**config.mk**
```make
export PLATFORM = sky130hd
export DESIGN_NAME = wb_arb_flat
export DESIGN_NICKNAME = d
export VERILOG_FILES = /design/src/rtl/wb_arb_pkg.sv /design/src/rtl/wb_arb_if.sv /design/src/rtl/wb_fifo.sv /design/src/rtl/wb_arb.sv /design/src/flat_wrapper.sv
export SDC_FILE = /design/constraint.sdc
export NUM_CORES = 1
export LEC_CHECK = 0
export BUFFER_PORTS_ARGS = -buffer_cell sky130_fd_sc_hd__buf_4
export CAP_MARGIN = 20
export CORE_UTILIZATION = 51
export DETAILED_ROUTE_END_ITERATION = 16
export PLACE_DENSITY = 0.77
export SKIP_CTS_REPAIR_TIMING = 1
export SYNTH_ARGS = -nofsm -noshare
export SYNTH_HDL_FRONTEND = slang
export SYNTH_SLANG_ARGS = --single-unit
```
**constraint.sdc**
```tcl
create_clock -name clk -period 3 [get_ports clk]
set_input_delay 0.3 -clock clk [delete_from_list [all_inputs] [get_ports clk]]
set_output_delay 0.3 -clock clk [all_outputs]
set_load 0.02 [all_outputs]
```
**src/rtl/wb_arb_pkg.sv**
```systemverilog
// Shared widths and write-back source encoding for the GPR write-back arbiter.
package wb_arb_pkg;

`ifdef RV32E_BASE_ISA
   localparam int REG_NUM_DEF = 16;
`else
   localparam int REG_NUM_DEF = 32;
`endif

   localparam int REG_ADDR_BUS = 5;
   localparam int REG_BUS      = 32;

   typedef enum logic [1:0] {
      SRC_NONE = 2'd0,
      SRC_EX   = 2'd1,
      SRC_FIFO = 2'd2,
      SRC_BYP  = 2'd3
   } wb_src_e;

endpackage

```
**src/rtl/wb_arb_if.sv**
```systemverilog
// Bundle of execute, long-latency, GPR write and decode-hazard signals around wb_arb.
interface wb_arb_if
   import wb_arb_pkg::*;
#(
   parameter int AW = REG_ADDR_BUS,
   parameter int DW = REG_BUS
);
   logic          ex_valid_i;
   logic [AW-1:0] ex_rd_i;
   logic [DW-1:0] ex_data_i;
   logic          lt_issue_i;
   logic [AW-1:0] lt_issue_rd_i;
   logic          lt_valid_i;
   logic          lt_ready_o;
   logic [AW-1:0] lt_rd_i;
   logic [DW-1:0] lt_data_i;
   logic          we_o;
   logic [AW-1:0] waddr_o;
   logic [DW-1:0] wdata_o;
   logic [AW-1:0] rs1_i;
   logic [AW-1:0] rs2_i;
   logic          rs1_busy_o;
   logic          rs2_busy_o;
   logic          waw_err_o;

   modport slave (
      input  ex_valid_i, ex_rd_i, ex_data_i, lt_issue_i, lt_issue_rd_i,
             lt_valid_i, lt_rd_i, lt_data_i, rs1_i, rs2_i,
      output lt_ready_o, we_o, waddr_o, wdata_o, rs1_busy_o, rs2_busy_o, waw_err_o
   );

   modport master (
      output ex_valid_i, ex_rd_i, ex_data_i, lt_issue_i, lt_issue_rd_i,
             lt_valid_i, lt_rd_i, lt_data_i, rs1_i, rs2_i,
      input  lt_ready_o, we_o, waddr_o, wdata_o, rs1_busy_o, rs2_busy_o, waw_err_o
   );
endinterface

```
**src/rtl/wb_fifo.sv**
```systemverilog
// Small synchronous FIFO buffering long-latency results; DEPTH must be a power of two.
module wb_fifo #(
   parameter int DEPTH = 2,
   parameter int W     = 37
) (
   input  logic                       clk,
   input  logic                       rst,
   input  logic                       push,
   input  logic                       pop,
   input  logic [W-1:0]               din,
   output logic [W-1:0]               dout,
   output logic                       full,
   output logic                       empty,
   output logic [$clog2(DEPTH):0]     count
);
   localparam int PW = $clog2(DEPTH);
   localparam int CW = PW + 1;

   logic [W-1:0]  mem [DEPTH];
   logic [PW-1:0] wr_ptr;
   logic [PW-1:0] rd_ptr;
   logic [CW-1:0] cnt;
   logic          do_push;
   logic          do_pop;

   assign full    = (cnt == CW'(DEPTH));
   assign empty   = (cnt == '0);
   assign count   = cnt;
   assign dout    = mem[rd_ptr];
   assign do_push = push && !full;
   assign do_pop  = pop && !empty;

   // Pointers wrap naturally because DEPTH is a power of two.
   always_ff @(posedge clk) begin
      if (rst) begin
         wr_ptr <= '0;
         rd_ptr <= '0;
         cnt    <= '0;
      end else begin
         if (do_push) wr_ptr <= wr_ptr + PW'(1);
         if (do_pop)  rd_ptr <= rd_ptr + PW'(1);
         case ({do_push, do_pop})
            2'b10:   cnt <= cnt + CW'(1);
            2'b01:   cnt <= cnt - CW'(1);
            default: cnt <= cnt;
         endcase
      end
   end

   always_ff @(posedge clk) begin
      if (do_push) mem[wr_ptr] <= din;
   end
endmodule

```
**src/rtl/wb_arb.sv**
```systemverilog
// GPR write-back arbiter: merges execute and long-latency results into one registered
// write per cycle and tracks pending long-latency destinations for decode stalls.
module wb_arb
   import wb_arb_pkg::*;
#(
   parameter int REG_NUM    = REG_NUM_DEF,
   parameter int AW         = REG_ADDR_BUS,
   parameter int DW         = REG_BUS,
   parameter int FIFO_DEPTH = 2
) (
   input  logic    clk,
   input  logic    rst,
   wb_arb_if.slave bus
);
   localparam int CW = $clog2(FIFO_DEPTH) + 1;

   logic [CW-1:0]    fifo_count;
   logic             fifo_full;
   logic             fifo_empty;
   logic [AW+DW-1:0] fifo_dout;
   logic             fifo_push;
   logic             fifo_pop;
   logic             lt_ready;
   logic             lt_acc;

   wb_src_e          sel;
   logic [AW-1:0]    sel_rd;
   logic [DW-1:0]    sel_data;

   logic             we_q;
   logic             wb_lt_q;
   logic [AW-1:0]    waddr_q;
   logic [DW-1:0]    wdata_q;
   logic             err_q;
   logic             err_set;
   logic [REG_NUM-1:0] busy_q;
   logic [REG_NUM-1:0] busy_nxt;

   wb_fifo #(.DEPTH(FIFO_DEPTH), .W(AW + DW)) u_fifo (
      .clk   (clk),
      .rst   (rst),
      .push  (fifo_push),
      .pop   (fifo_pop),
      .din   ({bus.lt_rd_i, bus.lt_data_i}),
      .dout  (fifo_dout),
      .full  (fifo_full),
      .empty (fifo_empty),
      .count (fifo_count)
   );

   assign lt_ready = (fifo_count < CW'(FIFO_DEPTH));
   assign lt_acc   = bus.lt_valid_i && lt_ready;

   always_comb begin
      sel      = SRC_NONE;
      sel_rd   = '0;
      sel_data = '0;
      if (bus.ex_valid_i) begin
         sel      = SRC_EX;
         sel_rd   = bus.ex_rd_i;
         sel_data = bus.ex_data_i;
      end else if (!fifo_empty) begin
         sel      = SRC_FIFO;
         {sel_rd, sel_data} = fifo_dout;
      end else if (lt_acc) begin
         sel      = SRC_BYP;
         sel_rd   = bus.lt_rd_i;
         sel_data = bus.lt_data_i;
      end
   end

   assign fifo_pop  = (sel == SRC_FIFO);
   assign fifo_push = lt_acc && (sel != SRC_BYP) && !fifo_full;

   // rd=0 entries are consumed but never produce a GPR write.
   always_ff @(posedge clk) begin
      if (rst) begin
         we_q    <= 1'b0;
         wb_lt_q <= 1'b0;
         waddr_q <= '0;
         wdata_q <= '0;
      end else begin
         we_q    <= (sel != SRC_NONE) && (sel_rd != '0);
         wb_lt_q <= (sel == SRC_FIFO) || (sel == SRC_BYP);
         if (sel != SRC_NONE) begin
            waddr_q <= sel_rd;
            wdata_q <= sel_data;
         end
      end
   end

   // Clear lands on the GPR write edge; a same-cycle issue to that register wins.
   always_comb begin
      busy_nxt = busy_q;
      if (we_q && wb_lt_q) busy_nxt[waddr_q] = 1'b0;
      if (bus.lt_issue_i && (bus.lt_issue_rd_i != '0)) busy_nxt[bus.lt_issue_rd_i] = 1'b1;
   end

   assign err_set = (bus.lt_issue_i && busy_q[bus.lt_issue_rd_i])
                 || (bus.ex_valid_i && busy_q[bus.ex_rd_i])
                 || (lt_acc && (bus.lt_rd_i != '0) && !busy_q[bus.lt_rd_i]);

   always_ff @(posedge clk) begin
      if (rst) begin
         busy_q <= '0;
         err_q  <= 1'b0;
      end else begin
         busy_q <= busy_nxt;
         err_q  <= err_q || err_set;
      end
   end

   assign bus.lt_ready_o = lt_ready;
   assign bus.we_o       = we_q;
   assign bus.waddr_o    = waddr_q;
   assign bus.wdata_o    = wdata_q;
   assign bus.waw_err_o  = err_q;
   assign bus.rs1_busy_o = (bus.rs1_i != '0) && busy_q[bus.rs1_i];
   assign bus.rs2_busy_o = (bus.rs2_i != '0) && busy_q[bus.rs2_i];
endmodule

```
**src/flat_wrapper.sv**
```systemverilog
// flat-port wrapper written by rule: the top's interface ports become plain ports
module wb_arb_flat import wb_arb_pkg::*;
#(
   parameter int REG_NUM    = REG_NUM_DEF,
   parameter int AW         = REG_ADDR_BUS,
   parameter int DW         = REG_BUS,
   parameter int FIFO_DEPTH = 2
)
  (clk, rst, bus_ex_valid_i, bus_ex_rd_i, bus_ex_data_i, bus_lt_issue_i, bus_lt_issue_rd_i, bus_lt_valid_i, bus_lt_rd_i, bus_lt_data_i, bus_rs1_i, bus_rs2_i, bus_lt_ready_o, bus_we_o, bus_waddr_o, bus_wdata_o, bus_rs1_busy_o, bus_rs2_busy_o, bus_waw_err_o);
  wb_arb_if #(.AW(AW), .DW(DW)) bus_i ();
  input  logic clk;
  input  logic rst;
  input wire logic [$bits(bus_i.ex_valid_i)-1:0] bus_ex_valid_i;
  input wire logic [$bits(bus_i.ex_rd_i)-1:0] bus_ex_rd_i;
  input wire logic [$bits(bus_i.ex_data_i)-1:0] bus_ex_data_i;
  input wire logic [$bits(bus_i.lt_issue_i)-1:0] bus_lt_issue_i;
  input wire logic [$bits(bus_i.lt_issue_rd_i)-1:0] bus_lt_issue_rd_i;
  input wire logic [$bits(bus_i.lt_valid_i)-1:0] bus_lt_valid_i;
  input wire logic [$bits(bus_i.lt_rd_i)-1:0] bus_lt_rd_i;
  input wire logic [$bits(bus_i.lt_data_i)-1:0] bus_lt_data_i;
  input wire logic [$bits(bus_i.rs1_i)-1:0] bus_rs1_i;
  input wire logic [$bits(bus_i.rs2_i)-1:0] bus_rs2_i;
  output wire logic [$bits(bus_i.lt_ready_o)-1:0] bus_lt_ready_o;
  output wire logic [$bits(bus_i.we_o)-1:0] bus_we_o;
  output wire logic [$bits(bus_i.waddr_o)-1:0] bus_waddr_o;
  output wire logic [$bits(bus_i.wdata_o)-1:0] bus_wdata_o;
  output wire logic [$bits(bus_i.rs1_busy_o)-1:0] bus_rs1_busy_o;
  output wire logic [$bits(bus_i.rs2_busy_o)-1:0] bus_rs2_busy_o;
  output wire logic [$bits(bus_i.waw_err_o)-1:0] bus_waw_err_o;
  assign bus_i.ex_valid_i = bus_ex_valid_i;
  assign bus_i.ex_rd_i = bus_ex_rd_i;
  assign bus_i.ex_data_i = bus_ex_data_i;
  assign bus_i.lt_issue_i = bus_lt_issue_i;
  assign bus_i.lt_issue_rd_i = bus_lt_issue_rd_i;
  assign bus_i.lt_valid_i = bus_lt_valid_i;
  assign bus_i.lt_rd_i = bus_lt_rd_i;
  assign bus_i.lt_data_i = bus_lt_data_i;
  assign bus_i.rs1_i = bus_rs1_i;
  assign bus_i.rs2_i = bus_rs2_i;
  assign bus_lt_ready_o = bus_i.lt_ready_o;
  assign bus_we_o = bus_i.we_o;
  assign bus_waddr_o = bus_i.waddr_o;
  assign bus_wdata_o = bus_i.wdata_o;
  assign bus_rs1_busy_o = bus_i.rs1_busy_o;
  assign bus_rs2_busy_o = bus_i.rs2_busy_o;
  assign bus_waw_err_o = bus_i.waw_err_o;
  wb_arb #(.REG_NUM(REG_NUM), .AW(AW), .DW(DW), .FIFO_DEPTH(FIFO_DEPTH)) u_core (.clk(clk), .rst(rst), .bus(bus_i));
endmodule
```
==> results of run 1 <==
## kinds of logic after synthesis
| group | Yosys count | synth area share (%) |
|---|---|---|
| flops | 151 | 49.9 |
| compound gates | 215 | 17.5 |
| buf+inv | 87 | 4.70 |
| xor+xnor | 4 | 0.465 |
| simple gates | 177 | 11.1 |
| mux | 77 | 16.2 |
| fa+ha+maj | 1 | 0.166 |
## registers in the layout, indices dropped and copies added, names as in the netlist, named ones only
signal,count
u_core.u_fifo.wr_ptr,1
u_core.busy_q,32
u_core.bus.waw_err_o,1
u_core.wb_lt_q,1
u_core.bus.we_o,1
u_core.u_fifo.rd_ptr,1
u_core.u_fifo.mem,74
u_core.bus.waddr_o,5
u_core.bus.wdata_o,32
u_core.u_fifo.count,2
## synth_stat cells, types with 2 or more instances
cell	n	area, um2
a311oi_1	27	236
o311ai_1	2	17.5
nand3b_1	3	22.5
a2bb2oi_1	3	26.3
nand4_1	3	18.8
nor4_1	2	12.5
edfxtp_1	74	2220
mux4_1	4	105
mux4_2	29	653
a21oi_1	68	340
nor3b_1	4	30.0
nand2b_1	2	12.5
mux2_2	16	180
nor3_1	4	20.0
nor2_1	63	236
nand3_1	8	40.0
clkbuf_1	40	150
inv_1	30	113
a22oi_1	3	22.5
nand2_1	50	188
or3b_2	2	17.5
buf_1	2	7.51
a221oi_1	9	78.8
a31oi_1	8	50.1
o21ai_0	68	340
or3_1	3	18.8
mux2i_1	28	280
nand4b_1	3	26.3
xnor2_1	3	26.3
buf_2	13	65.1
and3_1	2	12.5
nor2b_1	27	169
dfxtp_1	77	1540
a211oi_1	25	188
## cell type report
| class | count | area [um2] | area share [%] |
|---|---|---|---|
| clock inverter | 13 | 153 | 1.65 |
| tap | 184 | 230 | 2.49 |
| timing repair buffer | 144 | 1110 | 11.9 |
| sequential | 151 | 3760 | 40.7 |
| multi-input combinational | 474 | 3450 | 37.2 |
| clock buffer | 19 | 443 | 4.79 |
| inverter | 30 | 113 | 1.22 |
## power by group
group | leakage (nW) | switching [mW] | internal, mW
clock | 0.294 | 0.842 | 1.32
sequential | 1.31 | 0.162 | 2.44
combinational | 1.88 | 1.02 | 0.676
total | 3.49 | 2.02 | 4.44
## per-stage QoR
step                util, %  setup WS, ps  total power, mW
floorplan                 -         -40.7             3.76
global placement       59.8           785             4.27
detailed placement     59.8           686             4.34
CTS                    63.9           452             6.49
global route           63.9           401             6.76
finish                 63.9           432             6.47
## worst paths after layout
kind	endpoint	slack [ps]	cells after the start
worst max-delay path	bus_rs1_busy_o	430	4
worst min-delay path	u_core.u_fifo.mem[1][14]$_DFFE_PP_	60	1
worst max register to register	u_core.u_fifo.mem[1][2]$_DFFE_PP_	750	4
worst min register to register	u_core.bus.wdata_o[11]$_SDFFE_PP0P_	520	2
## metal layers
metal / track usage, % / share of wire, % / vias up
met5: 0 / 0 / -
met4: 13.3 / 2.9 / 0
met2: 45.8 / 50 / 328
li1: - / - / 2896
met3: 5.44 / 7.8 / 59
met1: 34.6 / 39 / 3020
==> metrics.md, run 1 <==
| Metric | Value |
|---|---|
| Share of cells above drive strength 1 | a little over a quarter |
| Fin Clk Skew | 8.13 ps |
| H-tree level count | 4 |
| Status | complete, no violations |
| Buffers on Ports | about 140 |
| Post-Syn Area per Cell | 10.6 um2 |
| Vias in the first global route | 5962 |
| Post-route ant nets | 0 |
| Min Tclk post-route | 2570 ps |
| CP bufs+invs | 1 |
| First-pass iteration count of the detailed router | 6 |
| CP Launch Type | register |
| WHS | just over 60 ps |
| Nets | roughly 900 |
| Initial antenna violation count | 0 |
| # fillers | 1109 |
| Num rows | 44 |
| Highest clock rate | 0.389 GHz |
| Critical R2R Launch | u_core.u_fifo.count[1]$_SDFFE_PP0P_ |
| WP data required | 2700 ps |
| Placed Cells | 983 |
| Clk_lat worst skew | roughly 430 ps |
| Fin crit share | ~86% |
| Final Hold Viols | 0 |
| Commonest non-fill, non-tap cell in the layout | buf_4 |
| ANT cells | 0 |
| Clock Sinks | 151 |
| CTS tree | yes |
| GRT Total Usage | 27.6% |
| Post-synthesis cell count | 712 |
| Async SR Flop Fraction | 0% |
| Netlist Area Pre-Place | 7540 um2 |
| DIE WIDTH | 124 um |
| Crit-path cells | mux4_2, mux4_2, mux2_2, buf_4 |
| Core area | 14500 um2 |
| Via count | 6303 |
| Max IR drop VDD | 0.432 mV |
| Crit. Startpoint | u_core.busy_q[15]$_SDFF_PP0_ |
| TritonCTS buffer count | 17 |
| Top-Level Pins | 136 |
| Avg WL per Cell | 20.2 um |
| Clock Pin Slew Worst Setup and Hold Paths | 60 ps |
| Worst Min Path Start | bus_lt_data_i[14] |
| Starting DRC count in detailed routing | around 870 |
| Synth Flop Type | dfxtp_1 |
| Final instance area | 9260 um2 |
| Worst setup EP type | primary output |
| Largest net degree at the start of global routing | 53 |
| Final Setup Violations | 0 |
| Max-Cap Viols | 0 |
| RSZ-0062 raised after global routing | false |
| Synthesized Nets | 807 |
| Bufs on Longest Clock Path | 2 |
| Final Max Tran Viols | 0 |
| CP top delay family | multiplexers |
| Final TNS setup | 0 ps |
| Max incr delay on CP | 500 ps |
| First-pass GRT wire length | between 30000 and 40000 um |
| Worst EP arrival | approximately 2300 ps |
| DIE AREA | roughly 15000 um2 |
| Least-Margin Pin Slew | 1130 ps |
| Yosys warns | 0 |
| Most frequent cells in the layout | buf_4, dfxtp_1, edfxtp_1 |
| Hold Path Class | in2reg |
| Cell Count, Final, Fillers Out | 1015 |
| Vias per cell | a little over 6 |
| Part of the Yosys area used for sequential elements | 49.9% |
| Remaining DRCs | 0 |
| Leakage | 3.49 nW |
| Final WL | 20500 um |
| Slew HR | between 20% and 30% |
| Die Ht | 124 um |
| Cell Pwr Density | 699 nW/um2 |
| Placed cell area | 8660 um2 |
| Top cell by count, worst path | mux4_2 |
| Layout Area Growth over Synthesis | 22.8% |
| Root Buffer | clkbuf_16 |
| CP max FO | 6 |
| Critical Path Slowest Stage Cell | mux4_2 |
| EDFF count, synth | 74 |
| #FFs+latches synth | 151 |
| Gpl congestion | between 0.9 and 1 |
| Grt total ovfl | 0 |
| Dpl hpwl | 14100 um |
| Initial Utilization | 52.0% |
| Synth cell types | 41 |
| Critical path class | reg2out |
No activity file was read; power rests on OpenSTA's default activity.
==> run 2: changes to the inputs <==
Settings changed: ABC_CLOCK_PERIOD_IN_PS set to 3000, CELL_PAD_IN_SITES_DETAIL_PLACEMENT set to 1, CELL_PAD_IN_SITES_GLOBAL_PLACEMENT set to 1, CORE_UTILIZATION 51 to 38, PLACE_DENSITY 0.77 to unset, PLACE_DENSITY_LB_ADDON set to 0.1.
==> metrics.md, run 2 (same netlist as run 1, synthesis figures left out) <==
| Metric | Value |
|---|---|
| CP top delay family | multiplexers (unchanged) |
| Fin crit share | 85.5% (was 85.6%) |
| Register Area | 3760 um2 (unchanged) |
| Hold Path Class | in2reg (unchanged) |
| CP bufs+invs | 1 (unchanged) |
| Critical Path Slowest Stage Cell | mux4_2 (unchanged) |
| Commonest non-fill, non-tap cell in the layout | buf_4 (unchanged) |
| Max IR drop VDD | 0.488 mV (was 0.432 mV) |
| GRT Total Usage | 24.2% (was 27.6%) |
| Dpl hpwl | 16500 um (was 14100 um) |
| Top cell by count, worst path | mux4_2 (unchanged) |
| Max-Cap Viols | 0 (unchanged) |
| Clock Sinks | 151 (unchanged) |
| Final Hold Viols | 0 (unchanged) |
| Cell Pwr Density | 694 nW/um2 (was 699 nW/um2) |
| Via count | 6320 (was 6303) |
| Gpl congestion | 0.887 (was 0.932) |
| Min Tclk post-route | 2560 ps (was 2570 ps) |
| Share of cells above drive strength 1 | 27.4% (was 27.2%) |
| Slew HR | 37.1% (was 24.4%) |
| Least-Margin Pin Slew | 944 ps (was 1130 ps) |
| H-tree level count | 4 (unchanged) |
| DIE WIDTH | 143 um (was 124 um) |
| DIE AREA | 20400 um2 (was 15300 um2) |
| Final WL | 23600 um (was 20500 um) |
| Leakage | 3.50 nW (was 3.49 nW) |
| Bufs on Longest Clock Path | 2 (unchanged) |
| Core area | 19500 um2 (was 14500 um2) |
| ANT cells | 0 (unchanged) |
| First-pass GRT wire length | 37100 um (was 31100 um) |
| # fillers | 2129 (was 1109) |
| DP Worst Slack | 536 ps (was 686 ps) |
| Root Buffer | clkbuf_16 (unchanged) |
| Starting DRC count in detailed routing | 281 (was 872) |
| Final Setup Violations | 0 (unchanged) |
| Initial antenna violation count | 0 (unchanged) |
| Largest Register | u_core.u_fifo.mem (unchanged) |
| Util after Layout | 48.1% (was 63.9%) |
| First-pass iteration count of the detailed router | 4 (was 6) |
| Placed cell area | 8770 um2 (was 8660 um2) |
| Fin Clk Skew | 11.8 ps (was 8.13 ps) |
| Highest clock rate | 0.390 GHz (was 0.389 GHz) |
| Top-Level Pins | 136 (unchanged) |
| Final Max Tran Viols | 0 (unchanged) |
| Grt total ovfl | 0 (unchanged) |
| Crit-path cells | mux4_2, mux4_2, mux2_2, buf_4 (unchanged) |
| WHS | 68.6 ps (was 60.7 ps) |
| Clk_lat worst skew | 430 ps (about the same) |
| RSZ-0062 raised after global routing | false (unchanged) |
| Die Ht | 143 um (was 124 um) |
| Critical path class | reg2out (unchanged) |
| CTS tree | yes (unchanged) |
| Layout Area Growth over Synthesis | 24.1% (was 22.8%) |
| CP max FO | 6 (unchanged) |
| CP Launch Type | register (unchanged) |
| Post-route ant nets | 0 (unchanged) |
| Vias per cell | 5.75 (was 6.21) |
| Max FFs per register | 74 (unchanged) |
| Most frequent cells in the layout | buf_4, dfxtp_1, edfxtp_1 (unchanged) |
| Final instance area | 9350 um2 (was 9260 um2) |
| Status | complete, no violations (unchanged) |
| Avg WL per Cell | 21.4 um (was 20.2 um) |
| Nets | 917 (was 913) |
| Buffers on Ports | 135 (unchanged) |
| Initial Utilization | 38.7% (was 52.0%) |
| Num rows | 51 (was 44) |
| Vias in the first global route | 6742 (was 5962) |
| Clock Pin Slew Worst Setup and Hold Paths | 60 ps (about the same) |
| Max incr delay on CP | 510 ps (was 500 ps) |
| TritonCTS buffer count | 17 (unchanged) |
| Area of the multi-input gates | 3450 um2 (unchanged) |
| Remaining DRCs | 0 (unchanged) |
| Largest net degree at the start of global routing | 55 (was 53) |
| Worst setup EP type | primary output (unchanged) |
| Final worst slack | 436 ps (was 432 ps) |
| Pwr Total | 6.49 mW (was 6.47 mW) |
| WP data required | 2700 ps (about the same) |
| Worst EP arrival | 2260 ps (was 2270 ps) |
## run 2: final cells by class
type	instances	share of cell area (%)
timing repair buffer	148	11.9
clock buffer	23	5.35
inverter	30	1.20
clock inverter	9	0.923
sequential	151	40.2
multi-input combinational	474	36.9
tap	265	3.54
## run 2: power breakdown
group	switching, mW	internal [mW]	leakage [nW]
clock network	0.886	1.27	0.289
registers	0.179	2.44	1.31
logic	1.04	0.670	1.90
## run 2: worst paths after layout
check                                      startpoint                                   to  slack (ps)  depth (start not counted)
setup / recovery          u_core.busy_q[8]$_SDFF_PP0_                       bus_rs1_busy_o         440                          4
setup reg to reg  u_core.u_fifo.count[0]$_SDFFE_PP0P_  u_core.u_fifo.count[1]$_SDFFE_PP0P_         860                          4
hold / removal                       bus_lt_data_i[1]    u_core.u_fifo.mem[0][1]$_DFFE_PP_          70                          1
hold reg to reg    u_core.bus.wdata_o[3]$_SDFFE_PP0P_   u_core.bus.wdata_o[3]$_SDFFE_PP0P_         520                          2
## run 2: worst reg2reg max path, delay by kind of cell (launching register included)
| family | cells | cell delay [ps] |
|---|---|---|
| AOI/OAI and AO/OA | 2 | 900 |
| adders and majority gates | 1 | 390 |
| DFF | 1 | 400 |
| and+or+nand+nor | 1 | 380 |
## run 2: metrics by stage
stage | instances | TNS, ps
2_1_floorplan | 712 | -3010
6_report | 1100 | 0
5_1_grt | 1100 | 0
3_3_place_gp | 1068 | 0
4_1_cts | 1100 | 0
3_5_place_dp | 1068 | 0
## run 2: routing by layer
layer | wire length, um | track usage [%] | vias up
met5 | 0 | 0 | -
met4 | 526 | 9.62 | 0
met3 | 1050 | 3.92 | 45
met2 | 11900 | 41.7 | 194
met1 | 10100 | 30.3 | 3183
li1 | - | - | 2898
==> run 3: changes to the inputs <==
Settings changed: ABC_CLOCK_PERIOD_IN_PS 3000 to 2600.
Clock period 3 ns to 2.6 ns, I/O delays scaled along.
==> metrics.md, run 3 (same netlist as run 1, synthesis figures left out) <==
| Metric | Value |
|---|---|
| Die Ht | 143 um (unchanged) |
| Flop pwr share | 41.3% (was 40.4%) |
| Dpl hpwl | 16000 um (was 16500 um) |
| Root Buffer | clkbuf_16 (unchanged) |
| Layout Area Growth over Synthesis | 24.3% (was 24.1%) |
| Min Tclk post-route | 2500 ps |
| Placed cell area | 8800 um2 (was 8770 um2) |
| CP max FO | 6 (unchanged) |
| Fin Clk Skew | 16.1 ps (was 11.8 ps) |
| Initial antenna violation count | 0 (unchanged) |
| Slew HR | 50.4% (was 37.1%) |
| Starting DRC count in detailed routing | 285 (was 281) |
| Highest clock rate | 0.400 GHz |
| CP Launch Type | register (unchanged) |
| Bufs on Longest Clock Path | 2 (unchanged) |
| Cell Pwr Density | 784 nW/um2 (was 694 nW/um2) |
| First-pass iteration count of the detailed router | 4 (unchanged) |
| Hold Path Class | in2reg (unchanged) |
| Largest Register | u_core.u_fifo.mem (unchanged) |
| Largest net degree at the start of global routing | 52 (was 55) |
| Vias in the first global route | 6421 (was 6742) |
| Core area | 19500 um2 (unchanged) |
| Initial Utilization | 38.7% (unchanged) |
| Leakage | 3.50 nW (about the same) |
| Avg WL per Cell | 20.8 um (was 21.4 um) |
| Via count | 6317 (was 6320) |
| GRT Total Usage | 23.3% (was 24.2%) |
| Max FFs per register | 74 (unchanged) |
| Net Sw Frac | 32.3% (was 32.5%) |
| WP data required | 2340 ps (was 2700 ps) |
| DIE AREA | 20400 um2 (unchanged) |
| # fillers | 2119 (was 2129) |
| Buffers on Ports | 135 (unchanged) |
| Post-route ant nets | 0 (unchanged) |
| Vias per cell | 5.72 (was 5.75) |
| H-tree level count | 4 (unchanged) |
| Gate power share | 27.0% (was 26.4%) |
| Clock Power Share | 31.6% (was 33.2%) |
| Max IR drop VDD | 0.439 mV (was 0.488 mV) |
| Num rows | 51 (unchanged) |
| DIE WIDTH | 143 um (unchanged) |
| Clk_lat worst skew | 430 ps (about the same) |
| Clock Sinks | 151 (unchanged) |
| Final Setup Violations | 0 (unchanged) |
| Commonest non-fill, non-tap cell in the layout | buf_4 (unchanged) |
| Max-Cap Viols | 0 (unchanged) |
| Grt total ovfl | 0 (unchanged) |
| RSZ-0062 raised after global routing | false (unchanged) |
| Gpl congestion | 0.835 (was 0.887) |
| Final WL | 23000 um (was 23600 um) |
| Least-Margin Pin Slew | 741 ps (was 944 ps) |
| Status | complete, no violations (unchanged) |
| Worst EP arrival | 2240 ps (was 2260 ps) |
| TritonCTS buffer count | 17 (unchanged) |
| Switch Pwr | 2.37 mW (was 2.11 mW) |
| CTS tree | yes (unchanged) |
| First-pass GRT wire length | 35700 um (was 37100 um) |
| Remaining DRCs | 0 (unchanged) |
| Util after Layout | 48.1% (about the same) |
| Fin crit share | 96.1% |
| Worst setup EP type | primary output (unchanged) |
| Final Hold Viols | 0 (unchanged) |
| ANT cells | 0 (unchanged) |
| Pwr Total | 7.34 mW (was 6.49 mW) |
| Final instance area | 9370 um2 (was 9350 um2) |
| Critical path class | reg2out (unchanged) |
| Cell internal pwr | 4.97 mW (was 4.38 mW) |
| Clock Pin Slew Worst Setup and Hold Paths | 70 ps (was 60 ps) |
| Nets | 922 (was 917) |
| Top-Level Pins | 136 (unchanged) |
| Share of cells above drive strength 1 | 27.5% (was 27.4%) |
| Final Max Tran Viols | 0 (unchanged) |
| Most frequent cells in the layout | buf_4, dfxtp_1, edfxtp_1 (unchanged) |
run 3: cell count changes in the layout (fill, tap and decap cells not counted), sizes merged:
cell	change
clkinv	-2
buf	+5
clkinvlp	+2
clkbuf	+3
inv	-2
bufinv	-1
run 3: routing by layer:
layer,track usage [%],part of all wire (%)
met5,0,0
met2,40.3,51
met1,29.1,43
met3,3.72,3.8
met4,9.00,2.3
run 3: final cells by class:
type	count	area, um2	area share, %
Multi-Input combinational cell	474	3450	36.8
Clock buffer	26	512	5.46
Inverter	30	113	1.20
Sequential cell	151	3760	40.2
Clock inverter	6	41.3	0.441
Timing Repair Buffer	153	1160	12.3
Tap cell	265	332	3.54
run 3: worst paths after layout:
path / slack [ps] / startpoint / end / cells past startpoint
worst max-delay path: 100 / u_core.busy_q[15]$_SDFF_PP0_ / bus_rs2_busy_o / 4
worst min-delay path: 20 / bus_lt_data_i[11] / u_core.u_fifo.mem[1][11]$_DFFE_PP_ / 1
worst max register to register: 600 / u_core.u_fifo.count[0]$_SDFFE_PP0P_ / u_core.bus.wdata_o[2]$_SDFFE_PP0P_ / 7
worst min register to register: 510 / u_core.bus.wdata_o[11]$_SDFFE_PP0P_ / u_core.bus.wdata_o[11]$_SDFFE_PP0P_ / 2
run 3: power groups by stage:
stage                     registers, mW  logic, mW  clock network, mW
after floorplan                    3.10       1.24                  0
after global placement             3.06       1.93                  0
after detailed placement           3.08       1.99                  0
after CTS                          3.04       2.00               2.37
after global routing               3.07       2.18               2.45
final                              3.03       1.98               2.32
run 3: through the flow:
step,cells,setup slack [ps],hold slack [ps],setup TNS [ps]
finish,1105,101,18.9,0
global route,1105,64.6,13.2,0
CTS,1104,99.8,9.99,0
detailed placement,1072,419,459,0
global placement,1072,465,458,0
floorplan,712,-401,359,-29650
run 3: worst max-delay path, stage by stage (launching register included):
cell and delay (ps):
dfxtp_1 370, mux4_2 500, mux4_2 510, mux2_2 280, buf_4 160
